[src/rtl/fdiv4.sv]
// Floating-point divide-by-4 stage: subtracts 2 from the exponent, with gradual
// underflow into subnormals and truncation of the bits shifted out; registered output.
module fdiv4 #(
    parameter int I_EXP  = 8,
    parameter int I_MNT  = 7,
    parameter int I_DATA = I_EXP + I_MNT + 1
) (
    input  logic              clk,
    input  logic              rst,
    input  logic              i_vld,
    input  logic [I_DATA-1:0] if32,
    output logic              o_vld,
    output logic [I_DATA-1:0] of32
);

    localparam logic [I_EXP-1:0] EXP_ZERO = '0;
    localparam logic [I_EXP-1:0] EXP_ONE  = I_EXP'(1);
    localparam logic [I_EXP-1:0] EXP_TWO  = I_EXP'(2);

    logic              in_sign;
    logic [I_EXP-1:0]  in_exp;
    logic [I_MNT-1:0]  in_mnt;
    logic [I_MNT:0]    in_sig;
    logic [I_MNT:0]    sig_shr1;
    logic [I_MNT:0]    sig_shr2;
    logic [I_EXP-1:0]  res_exp;
    logic [I_MNT-1:0]  res_mnt;

    logic              o_vld_d, o_vld_q;
    logic [I_DATA-1:0] of32_d, of32_q;

    // Exponents 1 and 2 drop into the subnormal range, so the hidden bit is
    // shifted into the stored mantissa; exponent 0 just shifts the stored bits.
    always_comb begin
        in_sign  = if32[I_DATA-1];
        in_exp   = if32[I_DATA-2 -: I_EXP];
        in_mnt   = if32[I_MNT-1:0];
        in_sig   = {1'b1, in_mnt};
        sig_shr1 = in_sig >> 1;
        sig_shr2 = in_sig >> 2;
        res_exp  = EXP_ZERO;
        res_mnt  = in_mnt;
        if (in_exp == EXP_ZERO) begin
            res_mnt = in_mnt >> 2;
        end else if (in_exp == EXP_ONE) begin
            res_mnt = sig_shr2[I_MNT-1:0];
        end else if (in_exp == EXP_TWO) begin
            res_mnt = sig_shr1[I_MNT-1:0];
        end else begin
            res_exp = in_exp - EXP_TWO;
        end
    end

    always_comb begin
        o_vld_d = i_vld;
        of32_d  = of32_q;
        if (i_vld) begin
            of32_d = {in_sign, res_exp, res_mnt};
        end
    end

    always_ff @(posedge clk) begin
        if (rst) begin
            o_vld_q <= 1'b0;
            of32_q  <= '0;
        end else begin
            o_vld_q <= o_vld_d;
            of32_q  <= of32_d;
        end
    end

    assign o_vld = o_vld_q;
    assign of32  = of32_q;

endmodule

[config.mk]
export PLATFORM = sky130hd
export DESIGN_NAME = fdiv4
export DESIGN_NICKNAME = d
export VERILOG_FILES = /design/src/rtl/fdiv4.sv
export SDC_FILE = /design/constraint.sdc
export NUM_CORES = 1
export LEC_CHECK = 0
export ABC_AREA = 1
export BUFFER_PORTS_ARGS = -buffer_cell sky130_fd_sc_hd__buf_2
export CAP_MARGIN = 20
export CELL_PAD_IN_SITES_DETAIL_PLACEMENT = 1
export CELL_PAD_IN_SITES_GLOBAL_PLACEMENT = 1
export CORE_AREA = 2 2 58 60
export CTS_CLUSTER_SIZE = 20
export DETAILED_ROUTE_END_ITERATION = 8
export DIE_AREA = 0 0 60 62
export PLACE_DENSITY = 0.81
export REMOVE_ABC_BUFFERS = 1
export SLEW_MARGIN = 20
export SYNTH_ARGS = -nofsm -noshare
export SYNTH_HDL_FRONTEND = slang
export SYNTH_SLANG_ARGS = --single-unit
[constraint.sdc]
create_clock -name clk -period 1.35 [get_ports clk]
set_input_delay 0.27 -clock clk [delete_from_list [all_inputs] [get_ports clk]]
set_output_delay 0.27 -clock clk [all_outputs]
set_load 0.005 [all_outputs]
Yosys cells after proc, flatten, opt, wreduce, memory -nomap -nowiden
Cells that the tools add are included.
{"block": "op_classes", "n_addsub": 1, "n_eq_ne": 2, "mux": 6, "reduce_logical": 1}
{"cell": "$mux 8", "n": 3}
{"cell": "$mux 7", "n": 3}
{"cell": "$eq 8x1->1 const B", "n": 1}
{"cell": "$eq 8x2->1 const B", "n": 1}
{"cell": "$logic_not 8->1", "n": 1}
{"cell": "$sub 8x2->8 const B", "n": 1}
{"block": "word_totals", "regBits": 17, "in_bits": 19, "output_inout_bits": 17}

Logic depth before layout (Yosys ltp)
Gate-level depths: netlist (run 1).
{"block": "depth", "word_depth": 4, "depth_mapped": 8, "ltp_nobuf": 8}

Least setup slack after synthesis (run 1)
OpenSTA, ideal clock, no wires.
{"block": "synth_path", "kind": "input-to-reg", "start": "in if32[8]", "end": "reg of32_q[9], in the netlist of32[9]", "arrival_ps": 1038, "path_slack_ps": 244, "path_stages": 4, "n_path_buf": 0, "cell_sequence": "inv_1 > ha_1 > or2_2 > o21ai_1"}
{"block": "synth_via", "elab_chain_len": 4, "word_cells_on_any_way": 7, "cone_classes": "add/sub: 1; eq/ne: 2; mux: 3; reduce/logical: 1"}
{"element": "start: declaration", "line_no": "11", "text": "input logic [I_DATA-1:0] if32,"}
{"element": "$sub 8x2->8 or $eq 8x2->1 (tied branches)", "line_no": "50, 47"}
{"element": "$mux 8", "line_no": "47", "text": "end else if (in_exp == EXP_TWO) begin"}
{"element": "$mux 8", "line_no": "45", "text": "end else if (in_exp == EXP_ONE) begin"}
{"element": "$mux 8 *", "line_no": "43", "text": "if (in_exp == EXP_ZERO) begin"}
{"element": "end signal: assignment", "line_no": "65", "text": "of32_q <= '0;"}
{"element": "end signal: assignment", "line_no": "68", "text": "of32_q <= of32_d;"}
{"element": "end: declaration", "line_no": "30", "text": "logic [I_DATA-1:0] of32_d, of32_q;"}
Mark *: on every way between the ends. The rest lies on a longest branch, timed or not.
A chain may end at the register's enable or synchronous reset.

Final worst setup path (run 1)
{"block": "layout_path", "start": "in if32[8]", "end": "reg of32_q[14], in the netlist of32[14]"}
The elaborated chain is that of the path after synthesis.

==> results of run 1 <==
metrics by stage:
step / util, % / total power [W]
floorplan: - / 0.000675
global placement: 38.1 / 0.000772
detailed placement: 38.1 / 0.000782
CTS: 39.0 / 0.00107
global route: 39.0 / 0.00112
finish: 39.0 / 0.00105
logic make-up after synthesis:
| logic type | Yosys count |
|---|---|
| xor gates and xnor gates | 2 |
| buffers and inverters | 20 |
| DFF | 17 |
| AOI/OAI and AO/OA | 20 |
| and+or+nand+nor | 79 |
| adders and majority gates | 1 |
Yosys cell counts:
library cell	number
ha_1	1
nor2_1	7
buf_2	3
inv_1	16
nand2_1	42
o21ai_2	2
o21bai_1	1
a21oi_2	2
dfxtp_1	17
a22o_1	1
o21ai_0	6
nand2_4	4
nor2_8	1
a31oi_1	2
xor2_1	2
o211ai_1	1
a21oi_1	3
nor2_4	4
o21ai_1	2
nor2_2	2
nand4_1	3
or2_2	1
inv_6	1
nand3_1	15
worst max path at each step:
stage / endpoint / slack [ns] / depth (start not counted)
after floorplan: of32[9] / 0.24 / 4
after global placement: of32[15] / 0.06 / 3
after detailed placement: of32[14] / -0.01 / 8
after CTS: of32[9] / 0.29 / 1
after global routing: of32[14] / 0.21 / 7
final: of32[14] / 0.30 / 8
metal layers:
layer	vias up	part of all wire, %
met5	-	0
met4	0	0.72
met3	4	4.8
met2	30	49
met1	494	46
li1	521	-
registers in the layout (all words and copies together), names as in the netlist:
signal	flops
o_vld	1
of32	16
power by group:
group,internal [W],switching (W),leakage [nW]
registers,0.000535,0.0000145,0.141
clock network,0.000111,0.000174,0.0177
logic,0.0000888,0.000131,0.531
total,0.000734,0.000319,0.689
area by class of cell:
cell class | count | share of cell area [%]
well taps | 46 | 4.64
repair buffers | 36 | 14.7
flip-flops and latches | 17 | 27.4
clock buffers | 3 | 1.82
multi-input cells | 102 | 45.4
clock inverters | 1 | 0.404
inverters | 17 | 5.55
critical path, cell delays in order:
cell and delay [ns]:
buf_2 0.11, inv_1 0.18, ha_1 0.22, nand3_1 0.14, nor2_1 0.11, nand2_1 0.06
nand4_1 0.10, nand2_1 0.06
==> flow_metrics.tcl, run 1 <==
set metrics [dict create \
    run_status "finished, final reports clean" \
    synth-seq-cells 17 \
    report.final.hold_viol_count 0 \
    multi_input_area_um2 563 \
    place_congestion 0.787 \
    wl_per_cell_um 12.6 \
    grt-ovfl-total 0 \
    post-route-period-util_pct 78.0 \
    nets 197 \
    clk_pin_slew_ns 0.10 \
    r2r_cells 4 \
    final_layout_size_suffix_gt1_share_pct 32.4 \
    ff2ff_setup_slack_ns 0.61 \
    hp-class "primary input to flop" \
    grtUsageTotal_pct 16.9 \
    use_met1_pct 19.8 \
    p_per_area_nw_per_um2 850 \
    rows 21 \
    setup_viol 0 \
    initial_core_util_pct 31.1 \
    grt_use_met2_pct 30.1 \
    yosysSeqAreaShare_pct 34.5 \
    avgSynthCellArea_um2 7.10 \
    grt_max_degree 12 \
    hp-start "if32[15]" \
    rsz0062_at_grt "no" \
    grt_pass1_wl_mm 4.71 \
    dr.first_iter.drc_count 18 \
    chipHeight_um 62 \
    mostFrequentLayoutCell "nand2_1" \
    clkLatencyLatePin_ns 0.30 \
    cts_buffers 3 \
    htreeDepth 1 \
    synth-adder-area-share_pct 1.27 \
    place_ws_ns -0.0135 \
    postCtsSetupBuffers 0 \
    fin_ws_ns 0.297 \
    dr.pass1.iters 2 \
    timing.rr.end "of32[1]" \
    min_to "of32[15]" \
    fin_area_um2 1240 \
    netlist.area_leader.share_pct 34.5 \
    yosys.area_share.simple_pct 41.2 \
    clockBufferDepth 2 \
    synth_area_leader_cell "dfxtp_1" \
    yosysWarnings 0 \
    holdWs_ns 0.177 \
    holdPathStages 2 \
    hpwl_mm 2.29 \
    holdBufCountCts 0 \
    first_global_vias 1048 \
    synth_mux_area_share_pct 0 \
    tns_ns 0 \
    dieArea_um2 3720 \
    die_w_um 60 \
    yosys-top-cells-area "dfxtp_1 (34%), nand2_1 (16%), nand3_1 (7.6%)" \
    synth_top_family_by_area "simple AND/OR/NAND/NOR gates" \
    start_kind "primary input" \
    layoutNonFillerInstCount 222 \
    clkSinkCount 17 \
    placed_area_um2 1210 \
    syn_inst 139 \
    drc 0 \
    antenna_found_initial 0 \
    slew_headroom_pct 55.4 \
    clock_skew_ns 0 \
    portBuffers 35 \
    drt-total-wl_mm 2.80 \
    synth-compound-area-share_pct 12.8 \
    insertedDiodeCount 0 \
    dpl.cell_count 218 \
    cts-resized-gates 0 \
    seq_area_um2 340 \
    ios 36 \
    final_cell_mix "nand2_1 (42), buf_2 (35), dfxtp_1 (17)" \
    avgViaCountPerCell 4.73 \
    critical_path_required_ns 1.55 \
    crit_path_max_fanout 5 \
    tightest_slew_ns 0.666 \
    cap_violations 0 \
    cts_tree "yes" \
    grt-busiest-layer "met2" \
    p_leak_nw 0.689 \
    synthToLayoutAreaGrowth_pct 25.6 \
    peakVddDrop_uv 481 \
    fin_crit_ns 1.05 \
    cp-startpoint "if32[8]" \
    critPathKind "primary input to flop" \
    reg2reg_from "of32[1]" \
    synth.distinct_cells 24 \
    max_clock_freq_mhz 950 \
    ant_nets 0 \
    drv_slew 0 \
    cp-end-kind "flop" \
    clock-root-buffer "clkbuf_4" \
    num_vias 1049 \
    crit_arrival_ns 1.25 \
    synth-xor-area-share_pct 1.77 \
    use_met3_pct 4.14 \
    syn_area_um2 987 \
    fillers 414 \
    core_region_area_um2 3180 \
]
(Power assumes the default switching activity.)
==> run 2: changes to the inputs <==
CORE_AREA = 2 2 61 63   (was 2 2 58 60)
DIE_AREA = 0 0 63 65   (was 0 0 60 62)
PLACE_DENSITY = 0.78   (was 0.81)
clock period = 0.9 ns   (was 1.35 ns; I/O delays follow)
==> flow_metrics.tcl, run 2 (synthesis results as in run 1) <==
set metrics [dict create \
    mostFrequentLayoutCell "nand2_1" \
    die_w_um 63 \
    drt-total-wl_mm 3.05 \
    avgViaCountPerCell 4.46 \
    grt-ovfl-total 0 \
    dr.first_iter.drc_count 29 \
    ios 36 \
    grt_pass1_wl_mm 5.12 \
    clkLatencyLatePin_ns 0.31 \
    holdPathStages 2 \
    fin_crit_ns 0.951 \
    nets 221 \
    ant_nets 0 \
    critPathMaxStageDelay_ns 0.37 \
    violations "negative setup slack" \
    cap_violations 0 \
    power_w 0.00170 \
    rsz0062_at_grt "yes" \
    num_vias 1107 \
    clkSinkCount 17 \
    antenna_found_initial 0 \
    path_delay_family "flip-flops" \
    p_leak_nw 0.823 \
    run_status "complete, but fails checks" \
    rows 22 \
    dieArea_um2 4100 \
    clock-root-buffer "clkbuf_4" \
    r2r_cells 5 \
    report.final.hold_viol_count 0 \
    wl_per_cell_um 12.3 \
    chipHeight_um 65 \
    worst-path-stages 1 \
    clockBufferDepth 2 \
    cts_tree "yes" \
    grtUsageTotal_pct 15.7 \
    first_global_vias 1165 \
    hp-class "primary input to flop" \
    hpwl_mm 2.41 \
    initial_core_util_pct 28.2 \
    cts_buffers 3 \
    crit_buf_inv 1 \
    p_per_area_nw_per_um2 1150 \
    dr.pass1.iters 4 \
    final_cell_mix "nand2_1 (42), buf_2 (32), buf_4 (25)" \
    cpMaxStageDelayCell "dfxtp_2" \
    crit_path_max_fanout 2 \
    slew_headroom_pct 81.9 \
    portBuffers 35 \
    insertedDiodeCount 0 \
    crit_arrival_ns 0.77 \
    peakVddDrop_uv 551 \
    setup_viol 16 \
    grt_max_degree 11 \
    tightest_slew_ns 0.272 \
    place_ws_ns -0.287 \
    critPathKind "flop to output port" \
    holdWs_ns 0.0897 \
    max_clock_freq_mhz 1050 \
    largest_reg_flops 16 \
    post-route-period-util_pct 106 \
    clock_skew_ns 0 \
    clk_pin_slew_ns 0.11 \
    crit_chain "buf_6" \
    htreeDepth 1 \
    place_congestion 0.795 \
    synthToLayoutAreaGrowth_pct 50.4 \
    core_region_area_um2 3500 \
    drv_slew 0 \
    drc 0 \
    final_layout_size_suffix_gt1_share_pct 51.0 \
    cp-end-kind "output port" \
    critical_path_required_ns 0.72 \
    start_kind "flop" \
    fin_ws_ns -0.0511 \
]
-- run 2: repair_timing --
item,in CTS,in global routing
resized for setup,16,11
setup endpoints to repair,17,23
pin swaps,0,5
endpoints found under the hold margin,0,0
hold buffers,0,0
setup buffers,1,2
-- run 2: power by group --
group / switching [W] / total, W / internal [W]
sequential: 0.0000238 / 0.000835 / 0.000811
combinational: 0.000220 / 0.000433 / 0.000213
clock: 0.000271 / 0.000437 / 0.000166
total: 0.000515 / 0.00170 / 0.00119
-- run 2: routing by layer --
| metal | global-route usage, % | wire, um |
|---|---|---|
| met4 | 5.00 | 29 |
| met3 | 2.08 | 109 |
| met5 | 0 | 0 |
| met2 | 27.7 | 1470 |
| met1 | 19.8 | 1440 |
-- run 2: worst paths after layout --
path	start	end	slack, ns
worst min register to register	of32[6]	of32[6]	0.45
worst max register to register	of32[1]	of32[1]	0.08
worst min-delay path	if32[15]	of32[15]	0.09
worst max-delay path	of32[1]	of32[1]	-0.05
-- run 2: cell type report --
cell class              instances  area (um2)
fillers                       460        2010
multi-input cells             102         587
repair buffers                 60         382
flip-flops and latches         17         360
inverters                      17        68.8
well taps                      48        60.1
clock buffers                   3        22.5
clock inverters                 1        5.00
-- run 2: metrics by stage --
step / setup TNS (ns) / instance area, um2 / std cells / utilization (%)
after floorplan: -0.354 / 972 / 136 / -
after global placement: -3.29 / 1370 / 241 / 39.3
after detailed placement: -3.49 / 1370 / 241 / 39.3
after CTS: -0.742 / 1430 / 246 / 40.8
after global routing: -1.10 / 1490 / 248 / 42.5
final: -0.492 / 1490 / 248 / 42.5
==> run 3: changes to the inputs <==
TNS_END_PERCENT = 30   (was default)
==> flow_metrics.tcl, run 3 (synthesis results as in run 1) <==
set metrics [dict create \
    run_status "complete, but fails checks" \
    violations "negative setup slack" \
    max_clock_freq_mhz 1060 \
    tns_ns -0.508 \
    cap_violations 0 \
    avgViaCountPerCell 4.42 \
    fin_ws_ns -0.0425 \
    portBuffers 35 \
    grtUsageTotal_pct 15.7 \
    dr.first_iter.drc_count 22 \
    grt_pass1_wl_mm 5.12 \
    dpl.cell_count 241 \
    die_w_um 63 \
    cp-end-kind "output port" \
    core_region_area_um2 3500 \
    final_layout_size_suffix_gt1_share_pct 49.2 \
    num_vias 1091 \
    final_cell_mix "nand2_1 (41), buf_2 (33), buf_4 (24)" \
    drv_slew 0 \
    cts_tree "yes" \
    crit_end "of32[1]" \
    setup_viol 17 \
    start_kind "flop" \
    holdPathStages 2 \
    wl_per_cell_um 12.1 \
    crit_chain "buf_6" \
    slew_headroom_pct 82.1 \
    chipHeight_um 65 \
    fin_crit_ns 0.943 \
    dieArea_um2 4100 \
    clock-root-buffer "clkbuf_4" \
    crit_path_max_fanout 2 \
    reg2reg_from "of32[1]" \
    ant_nets 0 \
    clock_skew_ns 0 \
    antenna_found_initial 0 \
    critPathMaxStageDelay_ns 0.34 \
    initial_core_util_pct 28.2 \
    place_congestion 0.795 \
    critical_path_required_ns 0.72 \
    p_leak_nw 0.811 \
    grt_max_degree 11 \
    clockBufferDepth 2 \
    drc 0 \
    power_w 0.00169 \
    insertedDiodeCount 0 \
    peakVddDrop_uv 538 \
    hpwl_mm 2.41 \
    clkLatencyLatePin_ns 0.31 \
    report.final.hold_viol_count 0 \
    critPathKind "flop to output port" \
    ios 36 \
    ff2ff_setup_slack_ns 0.09 \
    drt-total-wl_mm 2.99 \
    tightest_slew_ns 0.268 \
    first_global_vias 1165 \
    clkSinkCount 17 \
    cpMaxStageDelayCell "dfxtp_2" \
    mostFrequentLayoutCell "nand2_1" \
    crit_arrival_ns 0.76 \
    p_per_area_nw_per_um2 1160 \
    largest_reg_flops 16 \
    cts_buffers 3 \
    nets 220 \
    placed_area_um2 1370 \
    fin_area_um2 1460 \
    post-route-period-util_pct 105 \
    rows 22 \
    path_delay_family "flip-flops" \
    crit_buf_inv 1 \
    grt-ovfl-total 0 \
    rsz0062_at_grt "yes" \
    cp-startpoint "of32[1]" \
    hp-class "primary input to flop" \
    worst-path-stages 1 \
    timing.rr.end "of32[1]" \
    htreeDepth 1 \
    synthToLayoutAreaGrowth_pct 47.9 \
    r2r_cells 5 \
    dr.pass1.iters 4 \
    clk_pin_slew_ns 0.11 \
    layoutNonFillerInstCount 247 \
]
## run 3: cell count changes in the layout (fill, tap and decap cells not counted)
cell and change:
nand2_2 +1, nand2_1 -1, buf_6 -1, nand3_2 -2, buf_4 -1, buf_2 +1
o21ai_2 -1, inv_2 -1, nand3_1 +2, inv_1 +1, o21ai_1 +1
## run 3: worst min path at each step
stage / startpoint / endpoint / slack, ns
floorplan: rst / o_vld / 0.29
global placement: if32[15] / of32[15] / 0.39
detailed placement: if32[15] / of32[15] / 0.40
CTS: if32[15] / of32[15] / 0.08
global route: if32[15] / of32[15] / 0.08
finish: if32[15] / of32[15] / 0.09
## run 3: what timing repair did
item | in CTS | in global routing
gates resized for setup | 16 | 6
setup buffers | 1 | 1
endpoints found under the hold margin | 0 | 0
hold buffers | 0 | 0
endpoints found under the setup margin | 17 | 23
## run 3: final cells by class
class                           count  area (um2)
Clock buffer                        3        22.5
Clock inverter                      1        5.00
Fill cell                         461        2040
Inverter                           17        68.8
Multi-Input combinational cell    102         576
Sequential cell                    17         360
Tap cell                           48        60.1
Timing Repair Buffer               59         368
## run 3: metrics by stage
| stage | utilization (%) | setup slack (ns) | hold WS (ns) |
|---|---|---|---|
| 2_1_floorplan | - | -0.116 | 0.288 |
| 3_3_place_gp | 39.3 | -0.271 | 0.392 |
| 3_5_place_dp | 39.3 | -0.287 | 0.397 |
| 4_1_cts | 40.8 | -0.0588 | 0.0820 |
| 5_1_grt | 41.8 | -0.0760 | 0.0779 |
| 6_report | 41.8 | -0.0425 | 0.0874 |
## run 3: power breakdown
part           total [W]  internal (W)  switching (W)  leakage, nW
Combinational   0.000421      0.000205       0.000216        0.648
Clock           0.000437      0.000166       0.000271       0.0177
Sequential      0.000834      0.000811      0.0000232        0.146
## run 3: per-layer routing
metal / vias up / routed length [um] / track usage (%) / part of all wire, %
li1: 567 / - / - / -
met1: 491 / 1420 / 19.8 / 47
met2: 28 / 1420 / 27.7 / 47
met3: 5 / 116 / 2.08 / 3.9
met4: 0 / 38 / 5.00 / 1.3
met5: - / 0 / 0 / 0
